File: src/rtl/narrow_32x26.sv
`timescale 1ns/1ps
// narrow_32x26: two-stage pipelined signed narrowing of an IN_W-bit
// displacement to an OUT_W-bit field. The unit flags values that do not fit,
// and saturates or truncates them.
// Ports:
//   clk, reset          clock, async active-high reset
//   In_Valid/In_Ready   input handshake; Input_32 is the value to narrow
//   Out_Valid/Out_Ready output handshake; Output_26 and Out_Overflow are registered
//   Clear_Count         synchronous clear of Overflow_Count
//   Overflow_Count      saturating count of delivered overflowing results
module narrow_32x26 #(
  parameter int unsigned IN_W     = 32,
  parameter int unsigned OUT_W    = 26,
  parameter int unsigned SATURATE = 1,
  parameter int unsigned CNT_W    = 16
) (
  input  logic             clk,
  input  logic             reset,
  input  logic             In_Valid,
  output logic             In_Ready,
  input  logic [IN_W-1:0]  Input_32,
  output logic             Out_Valid,
  input  logic             Out_Ready,
  output logic [OUT_W-1:0] Output_26,
  output logic             Out_Overflow,
  input  logic             Clear_Count,
  output logic [CNT_W-1:0] Overflow_Count
);

  // Bits that must all equal the sign bit for the value to fit in OUT_W.
  localparam int unsigned HI_W = IN_W - OUT_W + 1;

  localparam logic [OUT_W-1:0] SAT_MAX = {1'b0, {(OUT_W-1){1'b1}}};
  localparam logic [OUT_W-1:0] SAT_MIN = {1'b1, {(OUT_W-1){1'b0}}};
  localparam logic [CNT_W-1:0] CNT_MAX = {CNT_W{1'b1}};

  logic              s1_valid_q, s1_valid_d;
  logic [IN_W-1:0]   s1_data_q,  s1_data_d;
  logic              s2_valid_q, s2_valid_d;
  logic [OUT_W-1:0]  s2_data_q,  s2_data_d;
  logic              s2_ovf_q,   s2_ovf_d;
  logic [CNT_W-1:0]  cnt_q,      cnt_d;

  logic              s2_load_c;
  logic              accept_c;
  logic              deliver_c;
  logic [HI_W-1:0]   hi_c;
  logic              ovf_c;
  logic [OUT_W-1:0]  result_c;

  // Handshake: S2 refills whenever it is empty or being drained; only comb path.
  always_comb begin
    s2_load_c = !s2_valid_q || Out_Ready;
    In_Ready  = !s1_valid_q || s2_load_c;
    accept_c  = In_Valid && In_Ready;
    deliver_c = s2_valid_q && Out_Ready;
  end

  // Representability check and result selection on the S1 value.
  always_comb begin
    hi_c     = s1_data_q[IN_W-1:OUT_W-1];
    ovf_c    = !((&hi_c) || !(|hi_c));
    result_c = s1_data_q[OUT_W-1:0];
    if (ovf_c && (SATURATE != 0)) begin
      result_c = s1_data_q[IN_W-1] ? SAT_MIN : SAT_MAX;
    end
  end

  // Next-state for both pipeline stages and the overflow counter.
  always_comb begin
    s1_valid_d = s1_valid_q;
    s1_data_d  = s1_data_q;
    s2_valid_d = s2_valid_q;
    s2_data_d  = s2_data_q;
    s2_ovf_d   = s2_ovf_q;
    cnt_d      = cnt_q;

    if (accept_c) begin
      s1_valid_d = 1'b1;
      s1_data_d  = Input_32;
    end else if (s2_load_c) begin
      s1_valid_d = 1'b0;
    end

    // Payload only moves with a real item so outputs stay put across bubbles.
    if (s2_load_c) begin
      s2_valid_d = s1_valid_q;
      if (s1_valid_q) begin
        s2_data_d = result_c;
        s2_ovf_d  = ovf_c;
      end
    end

    // Clear wins over a coincident overflowing delivery.
    if (Clear_Count) begin
      cnt_d = '0;
    end else if (deliver_c && s2_ovf_q && (cnt_q != CNT_MAX)) begin
      cnt_d = cnt_q + CNT_W'(1);
    end
  end

  // State registers.
  always_ff @(posedge clk or posedge reset) begin
    if (reset) begin
      s1_valid_q <= 1'b0;
      s1_data_q  <= '0;
      s2_valid_q <= 1'b0;
      s2_data_q  <= '0;
      s2_ovf_q   <= 1'b0;
      cnt_q      <= '0;
    end else begin
      s1_valid_q <= s1_valid_d;
      s1_data_q  <= s1_data_d;
      s2_valid_q <= s2_valid_d;
      s2_data_q  <= s2_data_d;
      s2_ovf_q   <= s2_ovf_d;
      cnt_q      <= cnt_d;
    end
  end

  assign Out_Valid      = s2_valid_q;
  assign Output_26      = s2_data_q;
  assign Out_Overflow   = s2_ovf_q;
  assign Overflow_Count = cnt_q;

endmodule
File: config.mk
export PLATFORM = sky130hd
export DESIGN_NAME = narrow_32x26
export DESIGN_NICKNAME = d
export VERILOG_FILES = /design/src/rtl/narrow_32x26.sv
export SDC_FILE = /design/constraint.sdc
export NUM_CORES = 1
export LEC_CHECK = 0
export BUFFER_PORTS_ARGS = -buffer_cell sky130_fd_sc_hd__clkbuf_2
export CAP_MARGIN = 20
export CORE_MARGIN = 2
export CORE_UTILIZATION = 50
export CTS_BUF_LIST = sky130_fd_sc_hd__clkbuf_8
export CTS_CLUSTER_SIZE = 28
export DETAILED_ROUTE_END_ITERATION = 8
export PLACE_DENSITY = 0.75
export SLEW_MARGIN = 20
export SYNTH_ARGS = -nofsm -noshare
export SYNTH_HDL_FRONTEND = slang
export SYNTH_SLANG_ARGS = --single-unit
File: constraint.sdc
create_clock -name clk -period 4.5 [get_ports clk]
set_input_delay 0 -clock clk [delete_from_list [all_inputs] [get_ports clk]]
set_output_delay 0 -clock clk [all_outputs]
set_load 0.05 [all_outputs]
==> results of run 1 <==
## placed cells by master, fill, tap and decap left out, types with 2 or more instances in the layout
cell type / count
or3_1: 7
o21ai_0: 27
inv_6: 2
dlygate4sd3_1: 35
a31oi_1: 21
clkbuf_8: 9
nor4_1: 5
nand4_2: 3
clkinv_2: 2
nand3_1: 4
dfrtp_1: 77
and2_1: 4
nor2_1: 28
bufinv_16: 3
nand4_1: 3
and4_1: 3
or4_1: 4
a21oi_1: 15
inv_1: 2
nor2b_1: 2
nand2_1: 20
buf_4: 3
nand2b_1: 6
o31ai_1: 11
mux2_2: 36
nor3_1: 3
clkbuf_2: 81
## Yosys cell counts (all sizes together)
master / number / area [µm²]
dfrtp: 77 / 1930
mux2: 36 / 405
nor2: 28 / 105
o21ai: 27 / 135
a31oi: 21 / 131
nand2: 20 / 75.1
a21oi: 15 / 75.1
clkbuf: 13 / 48.8
o31ai: 11 / 82.6
or3: 7 / 43.8
nand2b: 6 / 37.5
nand4: 6 / 56.3
nor4: 6 / 43.8
and2: 4 / 25.0
buf: 4 / 18.8
nand3: 4 / 20.0
or4: 4 / 30.0
and4: 3 / 26.3
inv: 3 / 11.3
nor3: 3 / 15.0
nor2b: 2 / 12.5
or2: 2 / 12.5
and3: 1 / 6.26
ha: 1 / 12.5
mux2i: 1 / 10.0
nand3b: 1 / 7.51
## area by class of cell
cell class              count  share of cell area [%]
repair buffers            119                    17.6
clock inverters             7                    2.71
inverters                   3                   0.283
multi-input cells         209                    30.9
flip-flops and latches     77                    43.5
well taps                  77                    2.18
clock buffers               9                    2.80
## worst reg2reg max path, delay by kind of cell, from the launching register on
family / cells / cell delay, ns
AOI/OAI and AO/OA: 1 / 0.19
and+or+nand+nor: 3 / 1.17
DFF: 1 / 0.40
## path summary, 6_finish.rpt
path                                from                 to  slack, ns  cells after the start
min                          Clear_Count  Overflow_Count[2]       0.10                      2
min in group asynchronous          reset  Overflow_Count[2]       0.46                      4
min reg2reg                 Output_26[0]       Output_26[0]       0.49                      2
max in group asynchronous          reset       s1_data_q[6]       3.43                      4
max reg2reg                s1_data_q[28]       Output_26[7]       2.58                      4
max                        s1_data_q[28]       Output_26[7]       2.58                      4
## what timing repair did
action                                 in CTS  in global routing
hold buffers                               35                  0
endpoints found under the hold margin     111                  0
setup endpoints to repair                   0                  0
## power breakdown
group | internal, µW | switching (µW) | total, µW
clock | 371 | 265 | 636
combinational | 145 | 330 | 475
sequential | 790 | 61.2 | 851
## registers in the layout, indices dropped and copies added (netlist names)
register / flops
Out_Overflow: 1
Overflow_Count: 16
s1_valid_q: 1
Output_26: 26
Out_Valid: 1
s1_data_q: 32
## cell families after synthesis
group,count (synthesis),share of synthesized area [%]
AOI/OAI and AO/OA,74,12.6
adders and majority gates,1,0.371
buffers and inverters,20,2.34
DFF,77,57.1
muxes,37,12.3
and+or+nand+nor,97,15.3
## per-layer routing
metal	up-vias	track usage [%]	share of wire [%]
met5	-	0	0
met4	0	8.95	1.5
met3	12	5.00	4.7
met2	67	36.6	51
met1	1353	28.7	43
li1	1337	-	-
## per-stage QoR
step                      power (µW)  area (µm²)  std cells
after floorplan                 1190        3370        306
after global placement          1300        3830        450
after detailed placement        1320        3830        450
after CTS                       1970        4430        501
after global routing            2050        4430        501
final                           1960        4430        501
==> flow_metrics.tcl, run 1 <==
set metrics [dict create \
    start_kind "flip-flop" \
    synth_fp_nets 344 \
    core-area_mm2 0.00642 \
    track_usage_pct 22.3 \
    drc_errors 0 \
    cts_tree "yes" \
    cap_violations 0 \
    wirelength_um 7710 \
    hold_ws_ns 0.102 \
    min_path_type "in -> reg" \
    fillers 487 \
    grt_pass1_vias 2731 \
    worstMarginPinSlew_ns 0.930 \
    hold_viol 0 \
    path_buf_inv 0 \
    cts-resized-gates 0 \
    worstPathRequired_ns 4.68 \
    status "completed" \
    h-tree-depth 3 \
    p_leak_uw 0.00195 \
    die_area_mm2 0.00742 \
    yosys_warnings 0 \
    synth_area_mm2 0.00337 \
    first_iter_violations 171 \
    drv_slew 0 \
    multi_input_area_mm2 0.00137 \
    avgRoutedWirePerCell_um 15.4 \
    die_h_um 86.2 \
    io_buffers 81 \
    start_util_pct 52.5 \
    synth.distinct_cells 30 \
    antenna_found_initial 0 \
    place_ws_ns 2.58 \
    cts_setup_buffers 0 \
    endpoint_kind "flip-flop" \
    overflow 0 \
    diodes 0 \
    synth.yosys.seq_area_share_pct 57.1 \
    powerDensity_mw_per_mm2 443 \
    cts.clk_slew.worst_paths_ns 0.09 \
    fin_ws_ns 2.58 \
    clock_sink_count 77 \
    drive_gt1_share_pct 33.5 \
    setup_tns_ns 0 \
    peakVddDrop_mv 0.256 \
    final_core_util_pct 68.9 \
    path_cells "nor4_1 -> nand2_1 -> nand2b_1 -> a31oi_1" \
    cp.arrival_ns 2.10 \
    std_cell_rows 29 \
    cts_made_buffers 9 \
    path_class "reg -> reg" \
    clock_latency_ns 0.34 \
    fin_crit_ns 1.92 \
    rsz0062_at_grt "no" \
    via_per_inst 5.53 \
    cp_top_family "simple AND/OR/NAND/NOR gates" \
    root_buffer "clkbuf_8" \
    vias 2769 \
    drt-pass1-iter-count 4 \
    setup_viol 0 \
    cp_slowest_cell "nand2b_1" \
    synth_seq_cells 77 \
    clock_skew_ns 0.0133 \
    syn_area_per_cell_um2 11.0 \
    ant_nets 0 \
    fin_nets 457 \
    max_stage_delay_ns 0.64 \
    syn2layout_area_growth_pct 31.2 \
    place_congestion 0.908 \
    worstPathMaxFanout 21 \
    grt_max_degree 78 \
    die-width_um 86.2 \
    dp.final_hpwl_um 4880 \
    synthCells 306 \
    period_share_pct 42.7 \
    grt_pass1_wl_um 12900 \
    slew_headroom_pct 38.0 \
    seqCellArea_mm2 0.00193 \
    ioPinCount 82 \
    clock.fmax_mhz 520 \
    cts_buffer_depth 2 \
]
(Power assumes the default switching activity.)
==> inputs of run 2 (changes only) <==
Clock period 4.5 ns to 1.9 ns, I/O delays scaled along.
==> flow_metrics.tcl, run 2 (synthesized netlist as in run 1, its figures left out) <==
set metrics [dict create \
    status "completed" \
    grt_pass1_wl_um 13100 \
    fin_nets 463 \
    startpoint "s1_data_q[29]" \
    slew_headroom_pct 56.5 \
    min_path_type "in -> reg" \
    root_buffer "clkbuf_8" \
    ant_nets 0 \
    r2r_start "s1_data_q[29]" \
    seqCellArea_mm2 0.00194 \
    largest_register "s1_data_q" \
    drive_gt1_share_pct 37.2 \
    cts.clk_slew.worst_paths_ns 0.08 \
    fin_crit_ns 1.75 \
    worstPathRequired_ns 2.15 \
    endpoint_kind "flip-flop" \
    path_class "reg -> reg" \
    die_h_um 86.2 \
    worstMarginPinSlew_ns 0.652 \
    clock_latency_ns 0.35 \
    overflow 0 \
    hold_path_startpoint "Clear_Count" \
    setup_tns_ns 0 \
    first_iter_violations 147 \
    die_area_mm2 0.00742 \
    cap_violations 0 \
    period_share_pct 92.1 \
    drv_slew 0 \
    antenna_found_initial 0 \
    final_common_cell "clkbuf_2" \
    cts_buffer_depth 2 \
    hold_viol 0 \
    multi_input_area_mm2 0.00137 \
    clock_skew_ns 0.00717 \
    clock.fmax_mhz 572 \
    cts_setup_buffers 0 \
    peakVddDrop_mv 0.698 \
    place_congestion 0.869 \
    grt_pass1_vias 2812 \
    cts_tree "yes" \
    track_usage_pct 23.0 \
    p_leak_uw 0.00196 \
    cts_made_buffers 9 \
    start_kind "flip-flop" \
    total_power_uw 4510 \
    cts-resized-gates 0 \
    start_util_pct 52.5 \
    largest_register_ffs 32 \
    place_inst 456 \
    cp.arrival_ns 2.00 \
    wirelength_um 7900 \
    dp.final_hpwl_um 5030 \
    final_core_util_pct 69.9 \
    core-area_mm2 0.00642 \
    fillers 470 \
    drt-pass1-iter-count 4 \
    finalNonFillerCells 507 \
    syn2layout_area_growth_pct 33.0 \
    setup_viol 0 \
    io_buffers 81 \
    avgRoutedWirePerCell_um 15.6 \
    die-width_um 86.2 \
    std_cell_rows 29 \
    worstPathMaxFanout 22 \
    final_cell_mix "81 x clkbuf_2, 65 x dfrtp_1, 36 x mux2_2" \
    diodes 0 \
    ioPinCount 82 \
    h-tree-depth 3 \
    rsz0062_at_grt "no" \
    powerDensity_mw_per_mm2 1000 \
    grt_max_degree 78 \
    drc_errors 0 \
    clock_sink_count 77 \
    holdBufCountCts 35 \
    vias 2853 \
    via_per_inst 5.63 \
]
run 2: cell types whose count changed in the layout (fill, tap and decap cells not counted), moves of 2 or more:
cell	change
dfrtp_1	-12
dfrtp_2	+12
buf_4	+4
buf_12	+2
run 2: through the flow:
| step | setup slack [ns] | hold WS, ns | instance area [µm²] |
|---|---|---|---|
| 6_report | 0.151 | 0.107 | 4490 |
| 5_1_grt | 0.00619 | 0.124 | 4490 |
| 4_1_cts | 0.141 | 0.0856 | 4490 |
| 3_5_place_dp | 0.152 | 0.139 | 3920 |
| 3_3_place_gp | 0.224 | 0.131 | 3920 |
| 2_1_floorplan | -0.0738 | 0.108 | 3400 |
run 2: area by class of cell:
class | instances | area share, %
well taps | 77 | 2.15
clock buffers | 9 | 2.76
multi-input cells | 209 | 30.6
inverters | 3 | 0.335
repair buffers | 125 | 18.9
clock inverters | 7 | 2.01
flip-flops and latches | 77 | 43.3
run 2: critical path, cell delays in order (launching register included):
cell and delay [ns]:
dfrtp_1 0.37, and4_1 0.22, and4_1 0.63, o21ai_0 0.20, a31oi_1 0.24
run 2: routing by layer:
layer / track usage, % / vias up / part of all wire [%]
met4: 12.1 / 0 / 1.8
met2: 38.3 / 84 / 53
met1: 28.1 / 1403 / 40
li1: - / 1351 / -
met5: 0 / - / 0
met3: 4.72 / 15 / 5.6
run 2: final timing paths:
path	endpoint	slack, ns	cells after the start
worst max-delay path	Output_26[23]	0.15	4
worst min-delay path	Overflow_Count[9]	0.11	2
worst max register to register	Output_26[23]	0.15	4
worst min register to register	Output_26[25]	0.48	2
max in group asynchronous	Out_Valid	1.27	4
min in group asynchronous	Overflow_Count[2]	0.30	4
run 2: where the power goes:
part | leakage [µW] | switching, µW | internal [µW] | total [µW]
clock | 0.000111 | 610 | 735 | 1340
sequential | 0.000903 | 143 | 1870 | 2020
combinational | 0.000950 | 789 | 358 | 1150
